**src/rtl/img_sram_arbiter.sv**
```systemverilog
// Round-robin arbiter sharing one image SRAM port between three requesters,
// with per-requester grant lock and one-cycle read-data return routing.
module img_sram_arbiter #(
  parameter int X_MAX       = 16,
  parameter int Y_MAX       = 16,
  parameter int PIXEL_DEPTH = 8,
  parameter int NUM_REQ     = 3
) (
  input  logic                                   clk,
  input  logic                                   rst,
  input  logic [NUM_REQ-1:0]                     req,
  input  logic [NUM_REQ-1:0]                     lock,
  input  logic [NUM_REQ-1:0]                     wen_req,
  input  logic [NUM_REQ*($clog2(X_MAX)+1)-1:0]   x_req,
  input  logic [NUM_REQ*($clog2(Y_MAX)+1)-1:0]   y_req,
  input  logic [NUM_REQ*PIXEL_DEPTH-1:0]         wdat_req,
  output logic [NUM_REQ-1:0]                     gnt,
  output logic [NUM_REQ-1:0]                     rvalid,
  output logic [PIXEL_DEPTH-1:0]                 rdat,
  output logic [$clog2(X_MAX):0]                 x_addr,
  output logic [$clog2(Y_MAX):0]                 y_addr,
  output logic [PIXEL_DEPTH-1:0]                 wdat,
  output logic                                   wen,
  output logic                                   ren,
  input  logic [PIXEL_DEPTH-1:0]                 rdat_sram
);

  localparam int XW = $clog2(X_MAX) + 1;
  localparam int YW = $clog2(Y_MAX) + 1;

  logic [1:0] rr_ptr;
  logic       lock_vld;
  logic [1:0] lock_idx;
  logic       pend;
  logic [1:0] pend_idx;

  logic       gnt_any;
  logic [1:0] gnt_idx;
  logic [1:0] cand;

  function automatic logic [1:0] next_idx(input logic [1:0] i);
    return (i == 2'd2) ? 2'd0 : i + 2'd1;
  endfunction

  // A live lock (owner still requesting) wins outright; otherwise search
  // upward from rr_ptr, wrapping modulo 3. Nothing is granted during reset.
  always_comb begin
    gnt_any = 1'b0;
    gnt_idx = 2'd0;
    cand    = rr_ptr;
    if (!rst) begin
      if (lock_vld && req[lock_idx]) begin
        gnt_any = 1'b1;
        gnt_idx = lock_idx;
      end else begin
        for (int k = 0; k < 3; k++) begin
          if (!gnt_any && req[cand]) begin
            gnt_any = 1'b1;
            gnt_idx = cand;
          end
          cand = next_idx(cand);
        end
      end
    end
  end

  always_comb begin
    gnt    = '0;
    x_addr = '0;
    y_addr = '0;
    wdat   = '0;
    wen    = 1'b0;
    ren    = 1'b0;
    if (gnt_any) begin
      gnt[gnt_idx] = 1'b1;
      x_addr       = x_req[gnt_idx*XW +: XW];
      y_addr       = y_req[gnt_idx*YW +: YW];
      wdat         = wdat_req[gnt_idx*PIXEL_DEPTH +: PIXEL_DEPTH];
      wen          = wen_req[gnt_idx];
      ren          = ~wen_req[gnt_idx];
    end
  end

  // Gating with rst drops a read return that would land in a reset cycle.
  always_comb begin
    rvalid = '0;
    if (pend && !rst) rvalid[pend_idx] = 1'b1;
  end

  assign rdat = rdat_sram;

  always_ff @(posedge clk) begin
    if (rst) begin
      rr_ptr   <= 2'd0;
      lock_vld <= 1'b0;
      lock_idx <= 2'd0;
      pend     <= 1'b0;
      pend_idx <= 2'd0;
    end else if (gnt_any) begin
      rr_ptr   <= next_idx(gnt_idx);
      lock_vld <= lock[gnt_idx];
      lock_idx <= gnt_idx;
      pend     <= ~wen_req[gnt_idx];
      pend_idx <= gnt_idx;
    end else begin
      pend     <= 1'b0;
    end
  end

endmodule
```
**config.mk**
```make
export PLATFORM = sky130hd
export DESIGN_NAME = img_sram_arbiter
export DESIGN_NICKNAME = d
export VERILOG_FILES = /design/src/rtl/img_sram_arbiter.sv
export SDC_FILE = /design/constraint.sdc
export NUM_CORES = 1
export LEC_CHECK = 0
export CORE_ASPECT_RATIO = 1.4
export CORE_MARGIN = 2
export CORE_UTILIZATION = 30
export CTS_BUF_LIST = sky130_fd_sc_hd__clkbuf_16
export CTS_CLUSTER_SIZE = 12
export DETAILED_ROUTE_END_ITERATION = 10
export HOLD_SLACK_MARGIN = 0.15
export PLACE_DENSITY = 0.84
export SYNTH_ARGS = -nofsm -noshare
export SYNTH_HDL_FRONTEND = slang
export SYNTH_SLANG_ARGS = --single-unit
```
**constraint.sdc**
```tcl
create_clock -name clk -period 3.28 [get_ports clk]
set_input_delay 0.328 -clock clk [delete_from_list [all_inputs] [get_ports clk]]
set_output_delay 0.328 -clock clk [all_outputs]
set_load 0.01 [all_outputs]
```
==> qor_table.md <==
| Step | Parameter | This run |
|:---|:---|:---|
| global route | Met2 Track Usage GR | 35.3% |
| setup path | Kind of start point of the critical path | primary input |
| job | Reported max-cap violation count | 0 |
| floorplan | Overall die height | 70.8 µm |
| clock network | CTS tree | built |
| floorplan | Die extent in x | 51.7 µm |
| pwr | Power density relative to cell area | 286 nW/µm² |
| clock network | Reg clk slew, reported paths | 0.03 ns |
| timing | Measured slew at the worst slew-check pin | 0.424 ns |
| detailed routing | Wire length after detailed routing | 3290 µm |
| floorplan | Initial standard-cell utilization of the core | 30.9% |
| setup path | Critical path capture point type | output port |
| global route | Vias in the first global route | 1201 |
| detailed routing | Post-route DRC | 0 |
| final layout | Relative area change from synthesis to final layout | 99.6% |
| floorplan | Total Die Area | 3660 µm² |
| logic synthesis | Sequential cell area fraction in the yosys report | 12.6% |
| global route | Most crowded layer after global routing | met2 |
| timing | Tightest slew margin relative to the limit | 71.7% |
| floorplan | Std cell rows | 24 |
| clock network | Count of H-tree levels built during CTS | 1 |
| clock network | Hold_buf cts | 0 |
| setup path | Crit Path Category | in2out |
| setup path | Maximum fanout along the worst path | 23 |
| timing | Setup repair after global routing missed its margin | false |
| clock network | TritonCTS sink count | 6 |
| floorplan | Number of I/O pins | 107 |
| hold path | Type of the tightest min-delay check | reg2reg |
| global route | Total congestion overflow after global routing | 0 |
| hold path | Hold path start | rr_ptr[1] |
| logic synthesis | Number of cells produced by synthesis | 120 |
| clock network | Clk_lat worst skew | 0.23 ns |
| place | Post-Place Cells | 238 |
| setup path | Data arrival, critical path | 2.76 ns |
| timing | Clock skew | 0.00207 ns |
| logic synthesis | Most frequently used flop master after synthesis | sky130_fd_sc_hd__dfxtp_1 |
| detailed routing | DR WL/cell | 13.6 µm |
| final layout | Layout cell share with drive strength beyond 1 | 6.93% |
| timing | Share of the cycle needed by the critical path after routing | 94.1% |
| pwr | Highest ir drop seen on vdd | 0.000234 V |
| logic synthesis | Mean Syn Cell Area | 7.97 µm² |
| clock network | Post-CTS resize count | 0 |
| logic synthesis | Synth unique cells | 37 |
| global route | Wire length of the first global-routing pass | 5170 µm |
| setup path | Setup crit start | req[2] |
| logic synthesis | Mapped Area | 956 µm² |
| timing | Shortest period the worst path allows | 3.09 ns |
| timing | Final Max Tran Viols | 0 |
| place | GP Congestion | 0.831 |
| floorplan | Core region area | 3090 µm² |
| setup path | Critical Path RT | 2.95 ns |
| detailed routing | Count of TritonRoute iterations in the first routing pass | 4 |
| global route | GR met3 Demand/Resource | 4.85% |
| place | Dpl hpwl | 2710 µm |
| setup path | Start of the worst register-to-register path | pend_idx[1] |
| logic synthesis | Mapped Nets | 193 |
| outcome | Run status | completed |
| detailed routing | Antenna Nets Post-Route | 0 |
| global route | Number of antenna violations at the first check in global routing | 0 |
| clock network | Library cell used as clock root buffer | sky130_fd_sc_hd__clkbuf_16 |
| logic synthesis | Number of flops mapped to enable cells by yosys | 0 |
| timing | Final Setup Violations | 0 |
| logic synthesis | Flip-flop and latch count after synthesis | 6 |
| final layout | Count of nets after finishing | 277 |
| detailed routing | Post-DR vias/cell | 5.03 |
| logic synthesis | Total of warnings raised by yosys | 0 |
| timing | Final hold violation count | 0 |
| timing | Achievable Freq | 324 MHz |
| final layout | Fin cells | 241 |
| logic synthesis | Async set-or-reset flop fraction in the synthesized netlist | 0% |
| clock network | Setup fix buffers added after clock tree synthesis | 0 |
| global route | Maximum number of pins on one net before global-route repair | 24 |
| detailed routing | Number of DRC markers in iteration 0 | 16 |
| timing | Sum of negative setup slack | 0 ns |
| pwr | Cell leakage power | 0.690 nW |
| final layout | # diodes | 0 |
| clock network | Num CTS Buffers | 3 |
| place | Quantity of I/O buffers inserted on ports | 90 |
| global route | GRT Resource Usage Total | 18.2% |
| global route | Global routing met1 resource utilization | 17.3% |
| detailed routing | Routed via count | 1213 |
| clock network | Max Buffers Root-to-Sink | 2 |
## cell usage in the layout (no fill, tap or decap), drive strengths merged
cell and count:
o211ai 1, and2 1, dlymetal6s2s 1, a221o 1
mux2i 17, o21bai 1, nor3 1, a21boi 1
clkinv 1, o2bb2ai 14, or4 1, inv 4
nor4b 1, nor2 6, a2111oi 1, buf 4
nor4bb 2, nand4b 1, nor4 1, nand2 16
nor3b 1, a31oi 7, or3 1, a21oi 5
o21ai 6, dfxtp 6, a21o 3, nand2b 3
a41o 2, clkbuf 3, clkdlybuf4s50 89
## report_power, final
| part | switching [mW] | internal [mW] |
|---|---|---|
| Clock | 0.0413 | 0.156 |
| Sequential | 0.00653 | 0.0795 |
| Combinational | 0.100 | 0.162 |
| Total | 0.148 | 0.398 |
## per-stage QoR
| step | instance area, µm² | setup WS, ns | utilization (%) | total power [mW] | hold slack, ns |
|---|---|---|---|---|---|
| 2_1_floorplan | 956 | 1.08 | - | 0.206 | 0.472 |
| 3_3_place_gp | 1810 | 0.148 | 58.5 | 0.345 | 0.509 |
| 3_5_place_dp | 1810 | 0.0769 | 58.5 | 0.347 | 0.513 |
| 4_1_cts | 1880 | 0.0691 | 60.9 | 0.548 | 0.519 |
| 5_1_grt | 1910 | 0.0341 | 61.7 | 0.572 | 0.539 |
| 6_report | 1910 | 0.193 | 61.7 | 0.546 | 0.521 |
## flip-flops by register name, summed over array words and instances (netlist names)
name,count
lock_vld,1
pend,1
pend_idx,2
rr_ptr,2
## path summary, 6_finish.rpt
kind	cells past startpoint	to	slack, ns
setup / recovery	9	wen	0.19
hold / removal	2	rr_ptr[1]	0.52
setup reg to reg	7	pend	1.20
hold reg to reg	2	rr_ptr[1]	0.52
## area by class of cell
| cell class | instances | area (µm²) |
|---|---|---|
| inverter | 5 | 31.3 |
| sequential | 6 | 120 |
| fill | 265 | 1180 |
| tap | 39 | 48.8 |
| timing repair buffer | 94 | 933 |
| multi-input combinational | 94 | 699 |
| clock buffer | 3 | 75.1 |
## per-layer routing
layer  wire, µm  vias to the layer above
met1       1170                      546
met4         67                        0
met2       1830                       46
li1           -                      611
met3        221                       10
met5          0                        -
## logic make-up after synthesis
| kind of cell | count (synthesis) | synth area share (%) |
|---|---|---|
| AND/OR/NAND/NOR | 35 | 18.6 |
| AO/OA/AOI/OAI | 42 | 33.9 |
| buffers and inverters | 20 | 15.8 |
| multiplexers | 17 | 19.1 |
| flip-flops | 6 | 12.6 |
## worst max-delay path, stage by stage
cell and delay [ns]:
sky130_fd_sc_hd__clkdlybuf4s50_1 0.49, sky130_fd_sc_hd__mux2i_4 0.18, sky130_fd_sc_hd__mux2i_1 0.14, sky130_fd_sc_hd__a221o_1 0.40, sky130_fd_sc_hd__a21o_4 0.26, sky130_fd_sc_hd__clkinv_8 0.13, sky130_fd_sc_hd__nand2_1 0.10, sky130_fd_sc_hd__a31oi_1 0.17
sky130_fd_sc_hd__clkdlybuf4s50_1 0.55
## cell usage after synthesis, types with 3 or more instances
cell type                   count  area share, %
sky130_fd_sc_hd__a21oi_1        5            2.6
sky130_fd_sc_hd__a31oi_1        6            3.9
sky130_fd_sc_hd__buf_4          9            7.1
sky130_fd_sc_hd__dfxtp_1        6             13
sky130_fd_sc_hd__inv_1          3            1.2
sky130_fd_sc_hd__mux2i_1       16             17
sky130_fd_sc_hd__nand2_1       16            6.3
sky130_fd_sc_hd__nand2b_1       3            2.0
sky130_fd_sc_hd__nor2_1         6            2.4
sky130_fd_sc_hd__o21ai_0        6            3.1
sky130_fd_sc_hd__o2bb2ai_1     14             13
Note: power is estimated with default switching activity, not from simulation.
